[config.mk]
export PLATFORM = sky130hd
export DESIGN_NAME = if_fetch_unit_flat
export DESIGN_NICKNAME = d
export VERILOG_FILES = /design/src/rtl/if_fetch_unit_pkg.sv /design/src/rtl/if_fetch_unit_if.sv /design/src/rtl/if_fetch_unit_fifo.sv /design/src/rtl/if_fetch_unit.sv /design/src/flat_wrapper.sv
export SDC_FILE = /design/constraint.sdc
export NUM_CORES = 1
export LEC_CHECK = 0
export CAP_MARGIN = 10
export CORE_AREA = 2 2 142 144
export DETAILED_ROUTE_END_ITERATION = 7
export DIE_AREA = 0 0 144 146
export GPL_TIMING_DRIVEN = 0
export HOLD_SLACK_MARGIN = 0.12
export PLACE_DENSITY = 0.82
export SYNTH_ARGS = -nofsm -noshare
export SYNTH_HDL_FRONTEND = slang
export SYNTH_SLANG_ARGS = --single-unit
[constraint.sdc]
create_clock -name clk -period 5.02 [get_ports clk]
set_clock_uncertainty 0.1 [all_clocks]
set_input_delay 1.255 -clock clk [delete_from_list [all_inputs] [get_ports clk]]
set_output_delay 1.255 -clock clk [all_outputs]
set_load 0.02 [all_outputs]
[src/rtl/if_fetch_unit_pkg.sv]
`default_nettype none
// ============================================================================
// Module   : if_fetch_unit_pkg
// Brief    : Shared types and constants for the instruction-fetch stage.
// Revision : 1.0 - initial release
// ============================================================================
package if_fetch_unit_pkg;

  localparam logic [31:0] c_reset_pc  = 32'h0000_0000;
  localparam logic [31:0] c_pc_step   = 32'd4;
  // Instruction fetches are always word aligned; low address bits are dropped.
  localparam logic [31:0] c_word_mask = 32'hFFFF_FFFC;

  typedef enum logic [1:0] {
    BOOT  = 2'd0,
    RUN   = 2'd1,
    DRAIN = 2'd2
  } fetch_state_e;

  typedef struct packed {
    logic [31:0] pc;
    logic [31:0] inst;
  } fetch_entry_t;

endpackage : if_fetch_unit_pkg
`default_nettype wire

[src/rtl/if_fetch_unit_if.sv]
`default_nettype none
// ============================================================================
// Module   : if_fetch_unit_if
// Brief    : Instruction-memory bus plus IF/ID hand-off of the fetch stage.
// Revision : 1.0 - initial release
// ============================================================================
interface if_fetch_unit_if;

  // instruction memory side
  logic        imem_req;
  logic [31:0] imem_addr;
  logic        imem_gnt;
  logic        imem_rvalid;
  logic [31:0] imem_rdata;

  // IF/ID side
  logic        if_valid;
  logic [31:0] if_pc;
  logic [31:0] if_inst;
  logic        stall;

  // fetch unit
  modport master (
    output imem_req, imem_addr, if_valid, if_pc, if_inst,
    input  imem_gnt, imem_rvalid, imem_rdata, stall
  );

  // memory and downstream pipeline
  modport slave (
    input  imem_req, imem_addr, if_valid, if_pc, if_inst,
    output imem_gnt, imem_rvalid, imem_rdata, stall
  );

endinterface : if_fetch_unit_if
`default_nettype wire

[src/rtl/if_fetch_unit_fifo.sv]
`default_nettype none
// ============================================================================
// Module   : fetch_fifo
// Brief    : Small synchronous FIFO of fetch entries with push/pop/clear.
//            A pop and a push in the same cycle keep the count unchanged;
//            clear empties the FIFO and wins over push/pop.
// Revision : 1.0 - initial release
// ============================================================================
module fetch_fifo
  import if_fetch_unit_pkg::*;
#(
  parameter int DEPTH = 2
) (
  input  logic                         clk,
  input  logic                         rst_n,
  input  logic                         i_push,
  input  fetch_entry_t                 i_push_data,
  input  logic                         i_pop,
  input  logic                         i_clear,
  output fetch_entry_t                 o_head,
  output logic [$clog2(DEPTH+1)-1:0]   o_count,
  output logic                         o_empty,
  output logic                         o_full
);

  localparam int              PW      = (DEPTH > 1) ? $clog2(DEPTH) : 1;
  localparam int              CW      = $clog2(DEPTH + 1);
  localparam logic [PW-1:0]   c_last  = PW'(DEPTH - 1);
  localparam logic [CW-1:0]   c_depth = CW'(DEPTH);

  fetch_entry_t    r_mem [DEPTH];
  logic [PW-1:0]   r_wr_ptr;
  logic [PW-1:0]   r_rd_ptr;
  logic [CW-1:0]   r_count;
  logic            w_do_push;
  logic            w_do_pop;

  function automatic logic [PW-1:0] next_ptr(input logic [PW-1:0] p);
    return (p == c_last) ? '0 : p + PW'(1);
  endfunction

  assign o_empty   = (r_count == '0);
  assign o_full    = (r_count == c_depth);
  assign o_count   = r_count;
  assign o_head    = r_mem[r_rd_ptr];
  assign w_do_pop  = i_pop & ~o_empty;
  // a full FIFO may still accept a push when the head leaves in the same cycle
  assign w_do_push = i_push & (~o_full | w_do_pop);

  // entry storage
  always_ff @(posedge clk or negedge rst_n) begin
    if (!rst_n) begin
      for (int i = 0; i < DEPTH; i++) begin
        r_mem[i] <= '0;
      end
    end else if (w_do_push && !i_clear) begin
      r_mem[r_wr_ptr] <= i_push_data;
    end
  end

  // pointers and occupancy
  always_ff @(posedge clk or negedge rst_n) begin
    if (!rst_n) begin
      r_wr_ptr <= '0;
      r_rd_ptr <= '0;
      r_count  <= '0;
    end else if (i_clear) begin
      r_wr_ptr <= '0;
      r_rd_ptr <= '0;
      r_count  <= '0;
    end else begin
      if (w_do_push) r_wr_ptr <= next_ptr(r_wr_ptr);
      if (w_do_pop)  r_rd_ptr <= next_ptr(r_rd_ptr);
      case ({w_do_push, w_do_pop})
        2'b10:   r_count <= r_count + CW'(1);
        2'b01:   r_count <= r_count - CW'(1);
        default: r_count <= r_count;
      endcase
    end
  end

endmodule : fetch_fifo
`default_nettype wire

[src/rtl/if_fetch_unit.sv]
`default_nettype none
// ============================================================================
// Module   : if_fetch_unit
// Brief    : Instruction-fetch stage. Owns the PC, issues in-order imem
//            requests under a credit limit, buffers returned words and
//            presents {pc, inst} to IF/ID. A taken branch/jump redirects the
//            PC, flushes younger stages and discards in-flight responses.
// Revision : 1.0 - initial release
// ============================================================================
module if_fetch_unit
  import if_fetch_unit_pkg::*;
#(
  parameter logic [31:0] RESET_PC = c_reset_pc,
  parameter int          DEPTH    = 2
) (
  input  logic                   clk,
  input  logic                   rst_n,
  input  logic                   jump,
  input  logic [31:0]            jump_target,
  if_fetch_unit_if.master        bus,
  output logic                   flush
);

  localparam int            CW       = $clog2(DEPTH + 1);
  localparam logic [CW:0]   c_credit = (CW + 1)'(DEPTH);

  fetch_state_e    r_state;
  logic [31:0]     r_pc;
  logic [CW-1:0]   r_outstanding;
  logic [CW-1:0]   r_stale;

  fetch_entry_t    w_req_entry;
  fetch_entry_t    w_req_head;
  fetch_entry_t    w_buf_entry;
  fetch_entry_t    w_buf_head;
  logic [CW-1:0]   w_req_count;
  logic [CW-1:0]   w_buf_count;
  logic            w_req_empty;
  logic            w_req_full;
  logic            w_buf_empty;
  logic            w_buf_full;

  logic [31:0]     w_target;
  logic            w_redirect;
  logic            w_credit;
  logic            w_issue;
  logic            w_rsp_live;
  logic            w_rsp_killed;
  logic            w_consume;
  logic [CW-1:0]   w_stale_jump;
  logic [CW-1:0]   w_stale_drain;
  logic [CW-1:0]   w_outstanding_next;
  logic            w_unused;

  assign w_target   = jump_target & c_word_mask;
  // BOOT has nothing in flight and nothing downstream to kill
  assign w_redirect = jump & (r_state != BOOT);
  assign flush      = w_redirect;

  // Outstanding requests plus buffered words never exceed the buffer depth,
  // so every response is guaranteed a free slot.
  assign w_credit      = ({1'b0, r_outstanding} + {1'b0, w_buf_count}) < c_credit;
  assign bus.imem_req  = (r_state == RUN) & ~jump & w_credit;
  assign bus.imem_addr = r_pc;
  assign w_issue       = bus.imem_req & bus.imem_gnt;

  // A response arriving with a redirect belongs to the old stream: it is
  // dropped and retires one of the pre-jump outstanding requests.
  assign w_rsp_live   = bus.imem_rvalid & (r_state == RUN) & ~jump & (r_outstanding != '0);
  assign w_rsp_killed = bus.imem_rvalid & (r_state == RUN) &  jump & (r_outstanding != '0);

  assign w_stale_jump       = r_outstanding + CW'(w_issue) - CW'(w_rsp_killed);
  assign w_stale_drain      = r_stale - CW'(bus.imem_rvalid & (r_stale != '0));
  assign w_outstanding_next = r_outstanding + CW'(w_issue) - CW'(w_rsp_live);

  assign bus.if_valid = ~w_buf_empty;
  assign w_consume    = bus.if_valid & ~bus.stall;
  assign bus.if_pc    = bus.if_valid ? w_buf_head.pc   : 32'h0;
  assign bus.if_inst  = bus.if_valid ? w_buf_head.inst : 32'h0;

  assign w_req_entry = '{pc: r_pc, inst: 32'h0};
  assign w_buf_entry = '{pc: w_req_head.pc, inst: bus.imem_rdata};

  // PCs of issued requests, matched in order against returning words
  fetch_fifo #(
    .DEPTH (DEPTH)
  ) u_req_q (
    .clk         (clk),
    .rst_n       (rst_n),
    .i_push      (w_issue),
    .i_push_data (w_req_entry),
    .i_pop       (w_rsp_live),
    .i_clear     (w_redirect),
    .o_head      (w_req_head),
    .o_count     (w_req_count),
    .o_empty     (w_req_empty),
    .o_full      (w_req_full)
  );

  // fetched {pc, inst} pairs waiting for IF/ID
  fetch_fifo #(
    .DEPTH (DEPTH)
  ) u_buf (
    .clk         (clk),
    .rst_n       (rst_n),
    .i_push      (w_rsp_live),
    .i_push_data (w_buf_entry),
    .i_pop       (w_consume),
    .i_clear     (w_redirect),
    .o_head      (w_buf_head),
    .o_count     (w_buf_count),
    .o_empty     (w_buf_empty),
    .o_full      (w_buf_full)
  );

  assign w_unused = &{1'b0, w_req_head.inst, w_req_count, w_req_empty, w_req_full, w_buf_full};

  // fetch control FSM: PC, credit accounting and stale-response draining
  always_ff @(posedge clk or negedge rst_n) begin
    if (!rst_n) begin
      r_state       <= BOOT;
      r_pc          <= RESET_PC;
      r_outstanding <= '0;
      r_stale       <= '0;
    end else begin
      case (r_state)
        BOOT: begin
          r_state <= RUN;
        end
        RUN: begin
          if (jump) begin
            r_pc          <= w_target;
            r_outstanding <= '0;
            r_stale       <= w_stale_jump;
            r_state       <= (w_stale_jump != '0) ? DRAIN : RUN;
          end else begin
            if (w_issue) r_pc <= r_pc + c_pc_step;
            r_outstanding <= w_outstanding_next;
          end
        end
        DRAIN: begin
          if (jump) r_pc <= w_target;
          r_stale <= w_stale_drain;
          if (w_stale_drain == '0) r_state <= RUN;
        end
        default: begin
          r_state <= BOOT;
        end
      endcase
    end
  end

endmodule : if_fetch_unit
`default_nettype wire
[src/flat_wrapper.sv]
// flat-port wrapper written by rule: the top's interface ports become plain ports
module if_fetch_unit_flat import if_fetch_unit_pkg::*;
#(
  parameter logic [31:0] RESET_PC = c_reset_pc,
  parameter int          DEPTH    = 2
)
  (clk, rst_n, jump, jump_target, flush, bus_imem_req, bus_imem_addr, bus_if_valid, bus_if_pc, bus_if_inst, bus_imem_gnt, bus_imem_rvalid, bus_imem_rdata, bus_stall);
  if_fetch_unit_if bus_i ();
  input  logic clk;
  input  logic rst_n;
  input  logic jump;
  input  logic [31:0] jump_target;
  output logic flush;
  output wire logic [$bits(bus_i.imem_req)-1:0] bus_imem_req;
  output wire logic [$bits(bus_i.imem_addr)-1:0] bus_imem_addr;
  output wire logic [$bits(bus_i.if_valid)-1:0] bus_if_valid;
  output wire logic [$bits(bus_i.if_pc)-1:0] bus_if_pc;
  output wire logic [$bits(bus_i.if_inst)-1:0] bus_if_inst;
  input wire logic [$bits(bus_i.imem_gnt)-1:0] bus_imem_gnt;
  input wire logic [$bits(bus_i.imem_rvalid)-1:0] bus_imem_rvalid;
  input wire logic [$bits(bus_i.imem_rdata)-1:0] bus_imem_rdata;
  input wire logic [$bits(bus_i.stall)-1:0] bus_stall;
  assign bus_imem_req = bus_i.imem_req;
  assign bus_imem_addr = bus_i.imem_addr;
  assign bus_if_valid = bus_i.if_valid;
  assign bus_if_pc = bus_i.if_pc;
  assign bus_if_inst = bus_i.if_inst;
  assign bus_i.imem_gnt = bus_imem_gnt;
  assign bus_i.imem_rvalid = bus_imem_rvalid;
  assign bus_i.imem_rdata = bus_imem_rdata;
  assign bus_i.stall = bus_stall;
  if_fetch_unit #(.RESET_PC(RESET_PC), .DEPTH(DEPTH)) u_core (.clk(clk), .rst_n(rst_n), .jump(jump), .jump_target(jump_target), .bus(bus_i), .flush(flush));
endmodule
==> impl_metrics.env, run 1 <==
export IMPL_syn_mean_instance_area_sq_um=11.1
export IMPL_wire_per_inst_um=18.9
export IMPL_overflow=0
export IMPL_utilization_pct=70.0
export IMPL_placed_cells=1403
export IMPL_drtAntennaViolNets=0
export IMPL_synth_top_cell_area_share_pct=53.1
export IMPL_cp_max_fo=9
export IMPL_grt_pass1_vias=8462
export IMPL_num_rows=51
export IMPL_yosys_warnings=0
export IMPL_hold_path_class="flip-flop to flip-flop"
export IMPL_slowest_stage="clkdlybuf4s50_1"
export IMPL_synth_distinct_cells=57
export IMPL_grt_max_degree=116
export IMPL_maxCapViolCount=0
export IMPL_cts_max_path_buffers=3
export IMPL_grt_pass1_wl_um=43800
export IMPL_synth_edf_count=0
export IMPL_diodes=0
export IMPL_cp_arrival_ns=3.47
export IMPL_cts_resized=0
export IMPL_root_buffer="clkbuf_16"
export IMPL_die_width_um=144
export IMPL_dieHeight_um=146
export IMPL_worstPathCellList="clkdlybuf4s50_1 -> clkinv_1 -> nor2_1 -> clkdlybuf4s50_1"
export IMPL_rsz0062_at_grt="no"
export IMPL_synthTopCellsByArea="dfrtp_1 53%, mux2_2 13%, mux2i_1 8.8%"
export IMPL_final_common_cell="dfrtp_1"
export IMPL_slew_headroom_pct=33.9
export IMPL_status="finished, final reports clean"
export IMPL_clkSinkCount=228
export IMPL_clkTransAtPathRegs_ns=0.06
export IMPL_gp_congestion=0.884
export IMPL_critPathMostFrequentCell="clkdlybuf4s50_1"
export IMPL_p_leak_uw=0.00579
export IMPL_synth_largest_area_cell="dfrtp_1"
export IMPL_dpl_hpwl_um=18800
export IMPL_layout_nets=1246
export IMPL_netlist_area_sq_um=10800
export IMPL_vdd_drop_max_mv=0.389
export IMPL_critPathMaxStageDelay_ns=0.73
export IMPL_end_kind="primary output"
export IMPL_post_cts_buffers=0
export IMPL_core_area_sq_um=19300
export IMPL_drtPass1Iterations=6
export IMPL_dieArea_sq_um=21000
export IMPL_start_util_pct=55.6
export IMPL_drc_errors=0
export IMPL_num_io_pins=169
export IMPL_synthToLayoutAreaGrowth_pct=25.8
export IMPL_drt_initial_drc_count=479
export IMPL_required_ns=3.66
export IMPL_ys_seq_area_share_pct=53.1
export IMPL_drive_gt1_share_pct=16.0
export IMPL_netlist_instances=972
export IMPL_crit_type="input pin to primary output"
export IMPL_dr_total_vias=8418
export IMPL_final_cell_mix="228 x dfrtp_1, 161 x clkdlybuf4s50_1, 130 x nor2_1, 125 x mux2_2, 94 x mux2i_1"
export IMPL_cts_buffers=24
export IMPL_cts_hold_buffers=0
export IMPL_fillers=1399
export IMPL_tightest_slew_ns=0.988
export IMPL_cts_tree="built"
export IMPL_async_reset_ff_share_pct=100
export IMPL_drt_total_wl_um=27300
export IMPL_clock_latency_ns=0.51
export IMPL_io_buffers=162
export IMPL_final_max_slew_violation_count=0
export IMPL_cp_start_kind="input pin"
export IMPL_antenna_found_initial=0
export IMPL_ys_flop_type="dfrtp_1"
export IMPL_h_tree_depth=1
export IMPL_track_usage_pct=26.0
export IMPL_layoutNonFillerInstCount=1445
export IMPL_setup_violations=0
export IMPL_timing_hold_violations_final=0
export IMPL_vias_per_cell=5.83
export IMPL_period_share_pct=96.1
export IMPL_finalPower_uw=8530
export IMPL_max_clock_freq_mhz=207
export IMPL_period_minus_slack_ns=4.82
export IMPL_ys_seq_elements=228
export IMPL_p_per_area_nw_per_um2=630
-- per-layer routing --
layer	global-route usage, %	part of all wire, %	vias up
met1	35.4	43	4123
met5	0	0	-
met3	4.15	7.5	80
met2	42.8	46	391
li1	-	-	3824
met4	8.58	3.4	0
-- area by class of cell --
cell class,instances,area [sq um],share of cell area (%)
flip-flops and latches,228,5710,42.2
inverters,13,48.8,0.361
clock inverters,10,77.6,0.573
repair buffers,163,1650,12.2
plain buffers,66,279,2.06
well taps,265,332,2.45
clock buffers,32,702,5.19
multi-input cells,668,4730,35.0
-- power breakdown --
group / internal [uW] / leakage, uW / switching, uW
clock: 1030 / 0.000392 / 701
combinational: 1620 / 0.00253 / 1940
sequential: 2620 / 0.00287 / 619
-- kinds of logic (layout without fill, tap and decap cells) --
kind of cell	Yosys count	in the layout	share of synthesized area (%)
compound gates	156	156	8.55
buf+inv	79	284	3.05
simple gates	266	266	11.1
xor+xnor	10	10	0.814
mux	220	220	21.9
flops	228	228	53.1
other cells	1	4	0.0349
fa+ha+maj	12	12	1.47
-- sequential cells by signal (all words and copies together) (netlist names) --
name / cells
u_core.u_buf.r_mem: 124
u_core.u_req_q.r_mem: 60
u_core.bus.imem_addr: 30
u_core.r_outstanding: 2
u_core.r_stale: 2
u_core.r_state: 2
u_core.u_buf.o_count: 2
u_core.u_req_q.o_count: 2
u_core.u_buf.r_rd_ptr: 1
u_core.u_buf.r_wr_ptr: 1
u_core.u_req_q.r_rd_ptr: 1
u_core.u_req_q.r_wr_ptr: 1
-- final timing paths --
check,cells past startpoint,endpoint,slack (ns),from
max,4,flush,0.20,jump
min,2,u_core.u_buf.r_mem[60],0.38,u_core.u_buf.r_mem[60]
max reg2reg,8,u_core.u_buf.r_mem[102],1.88,u_core.r_state[1]
min reg2reg,2,u_core.u_buf.r_mem[60],0.38,u_core.u_buf.r_mem[60]
max in group asynchronous,2,u_core.bus.imem_addr[25],3.09,rst_n
min in group asynchronous,1,u_core.u_buf.r_mem[93],0.69,rst_n
-- cell usage after synthesis, types with 8 or more instances --
master      n
a21oi_1    58
and3_1     10
buf_2      13
clkbuf_1   42
dfrtp_1   228
ha_1       11
inv_1      12
mux2_2    125
mux2i_1    94
nand2_1    57
nand3_1    20
nand4_1     8
nor2_1    130
nor3_1     11
o21ai_0    53
-- per-stage QoR --
step / hold WS [ns] / TNS [ns] / worst slack [ns] / area [sq um]
finish: 0.380 / 0 / 0.197 / 13500
global route: 0.404 / 0 / 0.0685 / 13500
CTS: 0.383 / 0 / 0.223 / 13500
detailed placement: 0.370 / 0 / 0.229 / 12700
global placement: 0.361 / -1507.05 / -6.62 / 12700
floorplan: 0.350 / 0 / 1.69 / 10800
-- critical path: cells and delay by family --
family	cells	cell delay (ns)
simple gates	1	0.63
buf+inv	3	1.57
Note: power is estimated with default switching activity, not from simulation.
==> inputs of run 2 (changes only) <==
--- a/config.mk
+++ b/config.mk
@@ -11,7 +11,9 @@
 export DIE_AREA = 0 0 144 146
 export GPL_TIMING_DRIVEN = 0
 export HOLD_SLACK_MARGIN = 0.12
+export MAX_ROUTING_LAYER = met4
 export PLACE_DENSITY = 0.82
+export SLEW_MARGIN = 15
 export SYNTH_ARGS = -nofsm -noshare
 export SYNTH_HDL_FRONTEND = slang
 export SYNTH_SLANG_ARGS = --single-unit
==> impl_metrics.env, run 2 (same netlist as run 1, synthesis figures left out) <==
export IMPL_vdd_drop_max_mv=0.401
export IMPL_final_max_slew_violation_count=0
export IMPL_cts_hold_buffers=0
export IMPL_root_buffer="clkbuf_16"
export IMPL_start_util_pct=55.6
export IMPL_dr_total_vias=8310
export IMPL_fin_tns_setup_ns=0
export IMPL_cp_start_kind="input pin"
export IMPL_setup_violations=0
export IMPL_cts_buffers=24
export IMPL_slew_headroom_pct=37.5
export IMPL_largest_reg_flops=124
export IMPL_pwr_share_comb_pct=40.8
export IMPL_synthToLayoutAreaGrowth_pct=26.8
export IMPL_overflow=0
export IMPL_grt_pass1_wl_um=43300
export IMPL_worstPathCellList="clkdlybuf4s50_1 -> clkinv_1 -> nor2_1 -> clkdlybuf4s50_1"
export IMPL_dieArea_sq_um=21000
export IMPL_drc_errors=0
export IMPL_pre_cts_slack_ns=0.268
export IMPL_track_usage_pct=26.6
export IMPL_clkTransAtPathRegs_ns=0.06
export IMPL_post_cts_buffers=0
export IMPL_final_common_cell="dfrtp_1"
export IMPL_intPower_uw=5430
export IMPL_multi_input_area_sq_um=4730
export IMPL_drt_initial_drc_count=714
export IMPL_slowest_stage="clkdlybuf4s50_1"
export IMPL_timing_hold_violations_final=0
export IMPL_cts_resized=0
export IMPL_fillers=1404
export IMPL_cp_arrival_ns=3.45
export IMPL_regMostFlops="u_core.u_buf.r_mem"
export IMPL_wire_per_inst_um=18.5
export IMPL_r2r_start="u_core.u_buf.o_count[0]"
export IMPL_grt_pass1_vias=8512
export IMPL_min_delay_start="u_core.u_buf.r_mem[46]"
export IMPL_clkSinkCount=228
export IMPL_status="finished, final reports clean"
export IMPL_p_leak_uw=0.00583
export IMPL_maxCapViolCount=0
export IMPL_period_minus_slack_ns=4.81
export IMPL_die_width_um=144
export IMPL_critPathMostFrequentCell="clkdlybuf4s50_1"
export IMPL_drtPass1Iterations=5
export IMPL_setup_slack_ns=0.214
export IMPL_core_area_sq_um=19300
export IMPL_hold_path_class="flip-flop to flip-flop"
export IMPL_clkPwrFrac_pct=22.0
export IMPL_drt_total_wl_um=26700
export IMPL_final_cell_mix="228 x dfrtp_1, 161 x clkdlybuf4s50_1, 130 x nor2_1, 125 x mux2_2, 94 x mux2i_1"
export IMPL_antenna_found_initial=0
export IMPL_period_share_pct=95.7
export IMPL_layout_nets=1247
export IMPL_end_kind="primary output"
export IMPL_clock_latency_ns=0.50
export IMPL_dieHeight_um=146
export IMPL_crit_type="input pin to primary output"
export IMPL_p_per_area_nw_per_um2=636
export IMPL_h_tree_depth=1
export IMPL_drive_gt1_share_pct=16.1
export IMPL_seq_area_sq_um=5710
export IMPL_required_ns=3.66
export IMPL_cp_max_fo=9
export IMPL_cts_max_path_buffers=3
export IMPL_startpoint="jump"
export IMPL_dpl_hpwl_um=18800
export IMPL_num_io_pins=169
export IMPL_cts_tree="built"
export IMPL_p_switching_uw=3240
export IMPL_path_buf_inv=3
export IMPL_critical_path_top_delay_family="buffers and inverters"
export IMPL_tightest_slew_ns=0.934
export IMPL_io_buffers=162
export IMPL_max_clock_freq_mhz=208
export IMPL_rsz0062_at_grt="no"
export IMPL_vias_per_cell=5.74
export IMPL_drtAntennaViolNets=0
export IMPL_gp_congestion=0.892
export IMPL_switching_share_pct=37.3
export IMPL_critPathMaxStageDelay_ns=0.74
export IMPL_num_rows=51
export IMPL_pwr_share_seq_pct=37.2
export IMPL_diodes=0
export IMPL_hold_ws_ns=0.382
export IMPL_grt_max_degree=105
[run 2: cell types whose count changed in the layout (fill, tap and decap cells not counted)]
cell / before / now
clkbuf_8: 5 / 2
clkbuf_1: 44 / 45
buf_16: 1 / 2
clkinv_2: 8 / 6
bufinv_16: 1 / 5
clkinvlp_4: 1 / 2
[run 2: through the flow]
step | util, % | power, uW | std cells | area [sq um]
final | 70.5 | 8670 | 1447 | 13600
after global routing | 70.5 | 9190 | 1447 | 13600
after CTS | 70.5 | 8680 | 1447 | 13600
after detailed placement | 66.1 | 6730 | 1404 | 12800
after global placement | 65.8 | 6610 | 1402 | 12700
after floorplan | - | 5320 | 975 | 10800
[run 2: path summary, 6_finish.rpt]
path	end	slack, ns	cells past startpoint
setup / recovery	flush	0.21	4
hold / removal	u_core.u_buf.r_mem[46]	0.38	2
setup reg to reg	u_core.bus.imem_addr[28]	1.90	8
hold reg to reg	u_core.u_buf.r_mem[46]	0.38	2
max in group asynchronous	u_core.u_req_q.r_mem[125]	3.06	3
min in group asynchronous	u_core.u_buf.r_mem[93]	0.54	1
[run 2: cell type report]
class | instances | share of cell area [%]
plain buffers | 66 | 2.05
clock buffers | 30 | 4.87
clock inverters | 13 | 1.43
inverters | 13 | 0.358
multi-input cells | 668 | 34.7
flip-flops and latches | 228 | 41.8
well taps | 265 | 2.43
repair buffers | 164 | 12.3
[run 2: power groups by stage]
| stage | logic (uW) | registers, uW | clock network, uW |
|---|---|---|---|
| after global placement | 3420 | 3200 | 0 |
| final | 3540 | 3230 | 1910 |
| after CTS | 3540 | 3210 | 1930 |
| after detailed placement | 3490 | 3240 | 0 |
| after global routing | 3850 | 3330 | 2010 |
| after floorplan | 2140 | 3180 | 0 |
[run 2: worst register-to-register path, delay by kind of cell (launching register included)]
| kind | cells | cell delay, ns |
|---|---|---|
| AO/OA/AOI/OAI | 3 | 1.01 |
| adder cells (fa/ha/maj) | 1 | 0.46 |
| buffers and inverters | 1 | 0.16 |
| flip-flops | 1 | 0.43 |
| AND/OR/NAND/NOR | 3 | 0.84 |
[run 2: per-layer routing]
metal | global-route usage (%) | share of wire [%]
met1 | 36.1 | 44
met2 | 41.3 | 46
met3 | 3.95 | 7.9
met4 | 8.63 | 2.7
met5 | - | 0
